===== config.mk =====
export PLATFORM = sky130hd
export DESIGN_NAME = tinker_exec_unit_flat
export DESIGN_NICKNAME = d
export VERILOG_FILES = /design/src/rtl/tinker_exec_unit_if.sv /design/src/rtl/tinker_exec_unit.sv /design/src/flat_wrapper.sv
export SDC_FILE = /design/constraint.sdc
export NUM_CORES = 2
export LEC_CHECK = 0
export CAP_MARGIN = 0
export CORE_ASPECT_RATIO = 0.5
export CORE_MARGIN = 5
export CORE_UTILIZATION = 50
export DETAILED_ROUTE_END_ITERATION = 8
export PLACE_DENSITY = 0.77
export SYNTH_ARGS = -nofsm -noshare
export SYNTH_HDL_FRONTEND = slang
export SYNTH_SLANG_ARGS = --single-unit
export TNS_END_PERCENT = 20

===== constraint.sdc =====
create_clock -name clk -period 8.29 [get_ports clk]
set_clock_uncertainty 0.1 [all_clocks]
set_input_delay 1.658 -clock clk [delete_from_list [all_inputs] [get_ports clk]]
set_output_delay 1.658 -clock clk [all_outputs]
set_load 0.005 [all_outputs]

===== src/rtl/tinker_exec_unit_if.sv =====
// tinker_exec_unit_if
//   Bundles the execute-stage signals between the CPU control/datapath and
//   tinker_exec_unit.
//   master : CPU side. Drives exec_en, instr, pc, the operands and in_data.
//            Receives the decoded fields, the controls, the result and status.
//   slave  : execute unit side (the reverse directions).
//   Port summary (width):
//     exec_en(1) instr(32) pc(64) rd_data/rs_data/rt_data(64) in_data(64)
//     rd/rs/rt(5) L(12) reg_write(1) pc_src(1) alu_result(64)
//     halt(1) error(1) in_signal(1) out_signal(1) out_data(64)
interface tinker_exec_unit_if;
  logic        exec_en;
  logic [31:0] instr;
  logic [63:0] pc;
  logic [63:0] rd_data;
  logic [63:0] rs_data;
  logic [63:0] rt_data;
  logic [63:0] in_data;
  logic [4:0]  rd;
  logic [4:0]  rs;
  logic [4:0]  rt;
  logic [11:0] L;
  logic        reg_write;
  logic        pc_src;
  logic [63:0] alu_result;
  logic        halt;
  logic        error;
  logic        in_signal;
  logic        out_signal;
  logic [63:0] out_data;

  modport master (
    output exec_en, instr, pc, rd_data, rs_data, rt_data, in_data,
    input  rd, rs, rt, L, reg_write, pc_src, alu_result,
           halt, error, in_signal, out_signal, out_data
  );

  modport slave (
    input  exec_en, instr, pc, rd_data, rs_data, rt_data, in_data,
    output rd, rs, rt, L, reg_write, pc_src, alu_result,
           halt, error, in_signal, out_signal, out_data
  );
endinterface


===== src/rtl/tinker_exec_unit.sv =====
// tinker_exec_unit
//   Decode + 64-bit integer ALU + I/O port block for the tinker multicycle
//   CPU. Decodes the 32-bit instruction into register-file controls, computes
//   the ALU / branch-target / input result combinationally, and owns the
//   registered status (halt, error) and the I/O port strobes.
//   Ports:
//     clk    in  clock, rising edge
//     reset  in  asynchronous, active-high
//     bus    tinker_exec_unit_if.slave (see interface file for signal list)
//   Build option:
//     MUL_DIV_EN  when defined, opcodes 0x1C (mul) and 0x1D (signed div) are
//                 implemented; otherwise they decode as illegal and no
//                 multiplier/divider is built.
module tinker_exec_unit #(
  parameter int XLEN = 64
) (
  input  logic              clk,
  input  logic              reset,
  tinker_exec_unit_if.slave bus
);

  localparam logic [4:0] OP_AND    = 5'h00;
  localparam logic [4:0] OP_OR     = 5'h01;
  localparam logic [4:0] OP_XOR    = 5'h02;
  localparam logic [4:0] OP_NOT    = 5'h03;
  localparam logic [4:0] OP_SHFTR  = 5'h04;
  localparam logic [4:0] OP_SHFTRI = 5'h05;
  localparam logic [4:0] OP_SHFTL  = 5'h06;
  localparam logic [4:0] OP_SHFTLI = 5'h07;
  localparam logic [4:0] OP_BR     = 5'h08;
  localparam logic [4:0] OP_BRR    = 5'h09;
  localparam logic [4:0] OP_BRRL   = 5'h0A;
  localparam logic [4:0] OP_BRNZ   = 5'h0B;
  localparam logic [4:0] OP_BRGT   = 5'h0E;
  localparam logic [4:0] OP_PRIV   = 5'h0F;
  localparam logic [4:0] OP_MOV    = 5'h11;
  localparam logic [4:0] OP_MOVL   = 5'h12;
  localparam logic [4:0] OP_ADD    = 5'h18;
  localparam logic [4:0] OP_ADDI   = 5'h19;
  localparam logic [4:0] OP_SUB    = 5'h1A;
  localparam logic [4:0] OP_SUBI   = 5'h1B;
  localparam logic [4:0] OP_MUL    = 5'h1C;
  localparam logic [4:0] OP_DIV    = 5'h1D;

  localparam logic [11:0] PRIV_HALT = 12'd0;
  localparam logic [11:0] PRIV_IN   = 12'd3;
  localparam logic [11:0] PRIV_OUT  = 12'd4;

  logic [4:0]      opcode_s;
  logic [11:0]     l_s;
  logic [XLEN-1:0] l_zext_s;
  logic [XLEN-1:0] l_sext_s;
  logic [XLEN-1:0] alu_result_s;
  logic            writes_rd_s;
  logic            br_taken_s;
  logic            illegal_s;
  logic            div_zero_s;
  logic            halt_op_s;
  logic            in_op_s;
  logic            out_op_s;
  logic            commit_s;

  logic            halt_r;
  logic            error_r;
  logic            in_signal_r;
  logic            out_signal_r;
  logic [XLEN-1:0] out_data_r;

  assign opcode_s = bus.instr[31:27];
  assign l_s      = bus.instr[11:0];
  assign l_zext_s = {{(XLEN-12){1'b0}}, l_s};
  assign l_sext_s = {{(XLEN-12){l_s[11]}}, l_s};

  assign bus.rd = bus.instr[26:22];
  assign bus.rs = bus.instr[21:17];
  assign bus.rt = bus.instr[16:12];
  assign bus.L  = l_s;

  // Once halted, nothing may write back or redirect the PC.
  assign bus.reg_write  = bus.exec_en & writes_rd_s & ~halt_r;
  assign bus.pc_src     = br_taken_s & ~halt_r;
  assign bus.alu_result = alu_result_s;

  assign bus.halt       = halt_r;
  assign bus.error      = error_r;
  assign bus.in_signal  = in_signal_r;
  assign bus.out_signal = out_signal_r;
  assign bus.out_data   = out_data_r;

  assign commit_s = bus.exec_en & ~halt_r;

  // Instruction decode and ALU / branch-target / input-port result.
  always_comb begin
    alu_result_s = {XLEN{1'b0}};
    writes_rd_s  = 1'b0;
    br_taken_s   = 1'b0;
    illegal_s    = 1'b0;
    div_zero_s   = 1'b0;
    halt_op_s    = 1'b0;
    in_op_s      = 1'b0;
    out_op_s     = 1'b0;
    case (opcode_s)
      OP_AND:    begin alu_result_s = bus.rs_data & bus.rt_data; writes_rd_s = 1'b1; end
      OP_OR:     begin alu_result_s = bus.rs_data | bus.rt_data; writes_rd_s = 1'b1; end
      OP_XOR:    begin alu_result_s = bus.rs_data ^ bus.rt_data; writes_rd_s = 1'b1; end
      OP_NOT:    begin alu_result_s = ~bus.rs_data;              writes_rd_s = 1'b1; end
      // Shift amounts use only the low 6 bits of the operand.
      OP_SHFTR:  begin alu_result_s = bus.rs_data >> bus.rt_data[5:0]; writes_rd_s = 1'b1; end
      OP_SHFTRI: begin alu_result_s = bus.rd_data >> l_s[5:0];         writes_rd_s = 1'b1; end
      OP_SHFTL:  begin alu_result_s = bus.rs_data << bus.rt_data[5:0]; writes_rd_s = 1'b1; end
      OP_SHFTLI: begin alu_result_s = bus.rd_data << l_s[5:0];         writes_rd_s = 1'b1; end
      OP_BR:     begin alu_result_s = bus.rd_data;            br_taken_s = 1'b1; end
      OP_BRR:    begin alu_result_s = bus.pc + bus.rd_data;   br_taken_s = 1'b1; end
      OP_BRRL:   begin alu_result_s = bus.pc + l_sext_s;      br_taken_s = 1'b1; end
      OP_BRNZ:   begin
        alu_result_s = bus.rd_data;
        br_taken_s   = (bus.rs_data != {XLEN{1'b0}});
      end
      OP_BRGT:   begin
        alu_result_s = bus.rd_data;
        br_taken_s   = ($signed(bus.rs_data) > $signed(bus.rt_data));
      end
      OP_PRIV:   begin
        case (l_s)
          PRIV_HALT: halt_op_s = 1'b1;
          PRIV_IN:   begin
            alu_result_s = bus.in_data;
            writes_rd_s  = 1'b1;
            in_op_s      = 1'b1;
          end
          PRIV_OUT:  out_op_s  = 1'b1;
          default:   illegal_s = 1'b1;
        endcase
      end
      OP_MOV:    begin alu_result_s = bus.rs_data;                      writes_rd_s = 1'b1; end
      // Only the low 12 bits of rd are replaced; the rest are preserved.
      OP_MOVL:   begin alu_result_s = {bus.rd_data[XLEN-1:12], l_s};    writes_rd_s = 1'b1; end
      OP_ADD:    begin alu_result_s = bus.rs_data + bus.rt_data;        writes_rd_s = 1'b1; end
      OP_ADDI:   begin alu_result_s = bus.rd_data + l_zext_s;           writes_rd_s = 1'b1; end
      OP_SUB:    begin alu_result_s = bus.rs_data - bus.rt_data;        writes_rd_s = 1'b1; end
      OP_SUBI:   begin alu_result_s = bus.rd_data - l_zext_s;           writes_rd_s = 1'b1; end
`ifdef MUL_DIV_EN
      OP_MUL:    begin alu_result_s = bus.rs_data * bus.rt_data;        writes_rd_s = 1'b1; end
      OP_DIV:    begin
        // Divide by zero yields 0, suppresses the write and flags an error.
        if (bus.rt_data == {XLEN{1'b0}}) begin
          div_zero_s = 1'b1;
        end else begin
          alu_result_s = $unsigned($signed(bus.rs_data) / $signed(bus.rt_data));
          writes_rd_s  = 1'b1;
        end
      end
`else
      OP_MUL:    illegal_s = 1'b1;
      OP_DIV:    illegal_s = 1'b1;
`endif
      default:   illegal_s = 1'b1;
    endcase
  end

  // Sticky halt/error, one-cycle I/O strobes and the output-port register.
  always_ff @(posedge clk or posedge reset) begin
    if (reset) begin
      halt_r       <= 1'b0;
      error_r      <= 1'b0;
      in_signal_r  <= 1'b0;
      out_signal_r <= 1'b0;
      out_data_r   <= {XLEN{1'b0}};
    end else begin
      in_signal_r  <= commit_s & in_op_s;
      out_signal_r <= commit_s & out_op_s;
      if (commit_s && halt_op_s) begin
        halt_r <= 1'b1;
      end
      if (commit_s && (illegal_s || div_zero_s)) begin
        error_r <= 1'b1;
      end
      if (commit_s && out_op_s) begin
        out_data_r <= bus.rs_data;
      end
    end
  end

endmodule


===== src/flat_wrapper.sv =====
// flat-port wrapper written by rule: the top's interface ports become plain ports
module tinker_exec_unit_flat 
#(
  parameter int XLEN = 64
)
  (clk, reset, bus_exec_en, bus_instr, bus_pc, bus_rd_data, bus_rs_data, bus_rt_data, bus_in_data, bus_rd, bus_rs, bus_rt, bus_L, bus_reg_write, bus_pc_src, bus_alu_result, bus_halt, bus_error, bus_in_signal, bus_out_signal, bus_out_data);
  tinker_exec_unit_if bus_i ();
  input  logic clk;
  input  logic reset;
  input wire logic [$bits(bus_i.exec_en)-1:0] bus_exec_en;
  input wire logic [$bits(bus_i.instr)-1:0] bus_instr;
  input wire logic [$bits(bus_i.pc)-1:0] bus_pc;
  input wire logic [$bits(bus_i.rd_data)-1:0] bus_rd_data;
  input wire logic [$bits(bus_i.rs_data)-1:0] bus_rs_data;
  input wire logic [$bits(bus_i.rt_data)-1:0] bus_rt_data;
  input wire logic [$bits(bus_i.in_data)-1:0] bus_in_data;
  output wire logic [$bits(bus_i.rd)-1:0] bus_rd;
  output wire logic [$bits(bus_i.rs)-1:0] bus_rs;
  output wire logic [$bits(bus_i.rt)-1:0] bus_rt;
  output wire logic [$bits(bus_i.L)-1:0] bus_L;
  output wire logic [$bits(bus_i.reg_write)-1:0] bus_reg_write;
  output wire logic [$bits(bus_i.pc_src)-1:0] bus_pc_src;
  output wire logic [$bits(bus_i.alu_result)-1:0] bus_alu_result;
  output wire logic [$bits(bus_i.halt)-1:0] bus_halt;
  output wire logic [$bits(bus_i.error)-1:0] bus_error;
  output wire logic [$bits(bus_i.in_signal)-1:0] bus_in_signal;
  output wire logic [$bits(bus_i.out_signal)-1:0] bus_out_signal;
  output wire logic [$bits(bus_i.out_data)-1:0] bus_out_data;
  assign bus_i.exec_en = bus_exec_en;
  assign bus_i.instr = bus_instr;
  assign bus_i.pc = bus_pc;
  assign bus_i.rd_data = bus_rd_data;
  assign bus_i.rs_data = bus_rs_data;
  assign bus_i.rt_data = bus_rt_data;
  assign bus_i.in_data = bus_in_data;
  assign bus_rd = bus_i.rd;
  assign bus_rs = bus_i.rs;
  assign bus_rt = bus_i.rt;
  assign bus_L = bus_i.L;
  assign bus_reg_write = bus_i.reg_write;
  assign bus_pc_src = bus_i.pc_src;
  assign bus_alu_result = bus_i.alu_result;
  assign bus_halt = bus_i.halt;
  assign bus_error = bus_i.error;
  assign bus_in_signal = bus_i.in_signal;
  assign bus_out_signal = bus_i.out_signal;
  assign bus_out_data = bus_i.out_data;
  tinker_exec_unit #(.XLEN(XLEN)) u_core (.clk(clk), .reset(reset), .bus(bus_i));
endmodule

==> impl_metrics.toml, run 1 <==
[run_status]
status = "did not finish"
stop_stage = "5_1_grt"
error = "[ERROR GRT-0116] Global routing finished with congestion. Check the congestion regions in the DRC Viewer."

[placed_design]
dp_hpwl_mm = 218
dp.cells = 8063
place.gp.congestion = 1.68
io_buffer_count = 485

[synth]
synthesis.area_sq_um = 41300
synth_seq_cells = 68
synth_cells = 6219
synth_top_area_cell = "ha_1"
synth_most_common_cell = "nor2_1"
yosysUniqueCellTypes = 105
synth_edf_count = 0
synth_top_area_frac = 0.0978
synth-main-ff-cell = "dfrtp_1"
syn_area_per_cell_sq_um = 6.64
ys_seq_area_frac = 0.0412
yosys_warnings = 0
synthTopCellsByCount = "nor2_1 (813), a21oi_1 (602), nand2_1 (544)"
synth_fp_nets = 6901
yosys-top-cells-area = "ha_1 (9.8%), nor2_1 (7.4%), a21oi_1 (7.3%)"
synth_async_sr_flop_share = 1.00

[grt]
grt_overflow_total = 76
grt_pass1_vias = 61900
grt_pass1_wl_mm = 447
gr-usage-all-layers = 0.694
grt_max_degree = 179

[cts]
h-tree-depth = 3
clk_path_buf_depth = 2
hold_buffers = 0
ctsRootBufferMaster = "clkbuf_16"
cts_buffers = 9
cts.sinks = 68

[floorplan]
die_w_um = 417
io_pins = 516
core.rowCount = 74
die_h_um = 213
start_util = 0.505
## routing by layer
layer | global-route usage | overflow
met1 | 0.709 | 21
met2 | 0.806 | 18
met3 | 0.641 | 17
met4 | 0.561 | 16
met5 | 0.457 | 4
## metrics by stage
| stage | setup slack [ps] | area [sq um] |
|---|---|---|
| after CTS | -104 | 52900 |
| after detailed placement | -1340 | 51700 |
| after global placement | -1300 | 51700 |
| after floorplan | 70.4 | 41300 |
## logic make-up after synthesis
logic type	Yosys count	synth area share
buf+inv	800	0.0761
fa+ha+maj	327	0.0997
flops	68	0.0412
mux	521	0.164
compound gates	2251	0.351
simple gates	2048	0.225
xor+xnor	204	0.0434
## repair_timing
action | in CTS
endpoints found under the setup margin | 49
cloned | 0
pin swaps | 100
setup buffers | 26
resized for setup | 258
==> inputs of run 2 (changes only) <==
--- a/config.mk
+++ b/config.mk
@@ -6,11 +6,10 @@
 export NUM_CORES = 2
 export LEC_CHECK = 0
 export CAP_MARGIN = 0
-export CORE_ASPECT_RATIO = 0.5
 export CORE_MARGIN = 5
-export CORE_UTILIZATION = 50
+export CORE_UTILIZATION = 35
 export DETAILED_ROUTE_END_ITERATION = 8
-export PLACE_DENSITY = 0.77
+export PLACE_DENSITY_LB_ADDON = 0.15
 export SYNTH_ARGS = -nofsm -noshare
 export SYNTH_HDL_FRONTEND = slang
 export SYNTH_SLANG_ARGS = --single-unit
==> constraint.sdc (replaced) <==
create_clock -name clk -period 10.8 [get_ports clk]
set_clock_uncertainty 0.1 [all_clocks]
set_input_delay 2.16 -clock clk [delete_from_list [all_inputs] [get_ports clk]]
set_output_delay 2.16 -clock clk [all_outputs]
set_load 0.005 [all_outputs]
==> impl_metrics.toml, run 2 <==
[setup_path]
r2r.worst_path.cells = 5
critPathRequiredTime_ps = 8540
critPathSlowestCell = "clkdlybuf4s50_1"
worst-path-buf-inv = 3
path_common_cell = "or3_4"
worstSetupPathType = "primary input to output port"
path_cells = "clkdlybuf4s50_1 > nor4_4 > nand2_2 > or3_4 > nor3_4 > nand3_2 > or3_4 > or3_4 > or4_4 > xor2_1 > o21ai_2 > ha_1 > buf_4 > a21o_1 > a21oi_1 > nand2_1 > a21oi_1 > mux2i_1 > a2111oi_2 > o2111a_1 > o211ai_1 > clkdlybuf4s50_1"
worstReg2RegEnd = "u_core.bus.out_data[31]"
start_kind = "primary input"
critical-path-max-stage-delay_ps = 520
crit_fanout = 9
critPathTopFamily = "simple AND/OR/NAND/NOR gates"
reg2reg_slack_ps = 7250
crit_path_end_kind = "output port"
critPathArrivalTime_ps = 8320
cp-startpoint = "bus_pc[16]"
reg2reg_from = "u_core.bus.halt"

[power_and_ir_drop]
irDropWorstVdd_v = 0.0000901
p_sw_uw = 2450
finalPower_uw = 3970
p_sw_frac = 0.619
leakagePower_uw = 0.0204
p_int_uw = 1510
p_seq_frac = 0.064
powerDensity_nw_per_um2 = 80.1
pwr-share-comb = 0.848
clkPwrFrac = 0.088

[sta]
rsz0062_at_grt = "false"
period_minus_slack_ps = 10580
clock.fmax_mhz = 94.5
hold_viol_final = 0
drv_slew = 11
worst_pin_slew_ps = 1710
finalSetupTns_ps = 0
slew_headroom = -0.145
finalCritPeriodShare = 0.980
finalSetupViolations = 0

[synth]
yosys_warnings = 0
synth_top_area_frac = 0.0978
synth_cells = 6219
synth_top_area_cell = "ha_1"
yosys-top-cells-area = "ha_1 (9.8%), nor2_1 (7.4%), a21oi_1 (7.3%)"
synth_fp_nets = 6901
synth_edf_count = 0
synth-main-ff-cell = "dfrtp_1"
synth_async_sr_flop_share = 1.00
syn_area_per_cell_sq_um = 6.64
yosysUniqueCellTypes = 105
synthTopCellsByCount = "nor2_1 (813), a21oi_1 (602), nand2_1 (544)"
synthesis.area_sq_um = 41300
synth_seq_cells = 68
ys_seq_area_frac = 0.0412
synth_most_common_cell = "nor2_1"

[grt]
gr-usage-all-layers = 0.513
grt_pass1_wl_mm = 454
grt_overflow_total = 0
antenna_found_initial = 43
grt_max_degree = 158
grt_pass1_vias = 53000

[floorplan]
core.rowCount = 126
start_util = 0.351
core_sq_um = 118000
die_w_um = 354
dieArea_sq_um = 125000
io_pins = 516
die_h_um = 354

[final_layout]
drive_gt1_frac = 0.114
largest_reg_flops = 64
layout_common_cells = "nor2_1 (806), a21oi_1 (602), nand2_1 (542)"
fin_cells = 8121
num-fill-cells = 12700
final_common_cell = "nor2_1"
stdcell_area_sq_um = 49500
area_growth_pct = 19.8
nets = 7236

[run_status]
violations = "design-rule violations, max-capacitance violations, max-slew violations"
status = "finished, violations left"

[cts]
cts.sinks = 68
cts_buffers = 9
cts.clk_slew.worst_paths_ps = 70
h-tree-depth = 3
clk_path_buf_depth = 2
worstSkewPairLatency_ps = 410
cts_tree = "built"
hold_buffers = 0
ctsRootBufferMaster = "clkbuf_16"

[detailed_routing]
drt-initial-drc-count = 10200
ant_nets = 0
drc_errors = 5
drt_pass1_iterations = 9
via_per_inst = 7.16
avgRoutedWirePerCell_um = 42.0
num_vias = 58100
drt-total-wl_mm = 341

[placed_design]
place.gp.congestion = 1.17
io_buffer_count = 485
place_area_sq_um = 49100
dp_hpwl_mm = 279
dp.cells = 8078

[min_path]
hold_path_class = "flop to flop"
hold_end = "u_core.bus.out_data[26]"
hp-start = "u_core.bus.out_data[26]"
holdPathStages = 1

[run]
max_cap_viol_count = 3
## run 2: cell counts after synthesis
No cell type changed its count.
## run 2: metrics by stage
step | worst slack, ps | hold WS, ps | util
after floorplan | 1580 | 366 | -
after global placement | 222 | 390 | 0.417
after detailed placement | 125 | 394 | 0.417
after CTS | 84.7 | 411 | 0.420
after global routing | 44.6 | 417 | 0.420
final | 221 | 407 | 0.421
## run 2: power by group through the flow
stage | Sequential [uW] | Combinational [uW] | Clock (uW)
global placement | 259 | 3150 | 0
floorplan | 260 | 1580 | 0
global route | 255 | 3380 | 359
finish | 255 | 3360 | 348
CTS | 255 | 3160 | 351
detailed placement | 260 | 3140 | 0
## run 2: timing repair
item	in CTS	in global routing
gates resized for setup	0	4
setup endpoints to repair	0	13
buffers inserted	0	1
## run 2: metal layers
| metal | vias to the layer above | GRT usage | part of all wire |
|---|---|---|---|
| met2 | 5023 | 0.733 | 0.40 |
| met3 | 1294 | 0.215 | 0.14 |
| met1 | 27800 | 0.606 | 0.36 |
| li1 | 23900 | - | - |
| met5 | - | 0.0131 | 0.00065 |
| met4 | 22 | 0.389 | 0.099 |
## run 2: how the worst max path moves through the flow
| stage | depth (start not counted) | slack (ps) | endpoint |
|---|---|---|---|
| 2_1_floorplan | 24 | 1580 | bus_alu_result[56] |
| 3_3_place_gp | 21 | 220 | bus_alu_result[62] |
| 3_5_place_dp | 21 | 120 | bus_alu_result[62] |
| 4_1_cts | 21 | 80 | bus_alu_result[62] |
| 5_1_grt | 21 | 40 | bus_alu_result[62] |
| 6_report | 22 | 220 | bus_alu_result[63] |
## run 2: worst reg2reg max path, stage by stage (launching register included)
cell	delay (ps)
dfrtp_1	590
nand2b_1	380
or2_2	360
nor3_2	700
buf_4	750
mux2_2	520
## run 2: cells by family after synthesis
kind of cell	share of synthesized area
buf+inv	0.0761
xor+xnor	0.0434
mux	0.164
compound gates	0.351
simple gates	0.225
fa+ha+maj	0.0997
flops	0.0412
## run 2: layout make-up
| class | instances | area [sq um] | area share |
|---|---|---|---|
| Multi-Input combinational cell | 5351 | 36700 | 0.740 |
| Timing Repair Buffer | 873 | 7900 | 0.160 |
| Tap cell | 1536 | 1920 | 0.0388 |
| Sequential cell | 68 | 1700 | 0.0344 |
| Inverter | 251 | 950 | 0.0192 |
| Clock buffer | 10 | 239 | 0.00483 |
| Clock inverter | 6 | 71.3 | 0.00144 |
| Antenna cell | 26 | 65.1 | 0.00131 |
No activity file was read; power rests on OpenSTA's default activity.
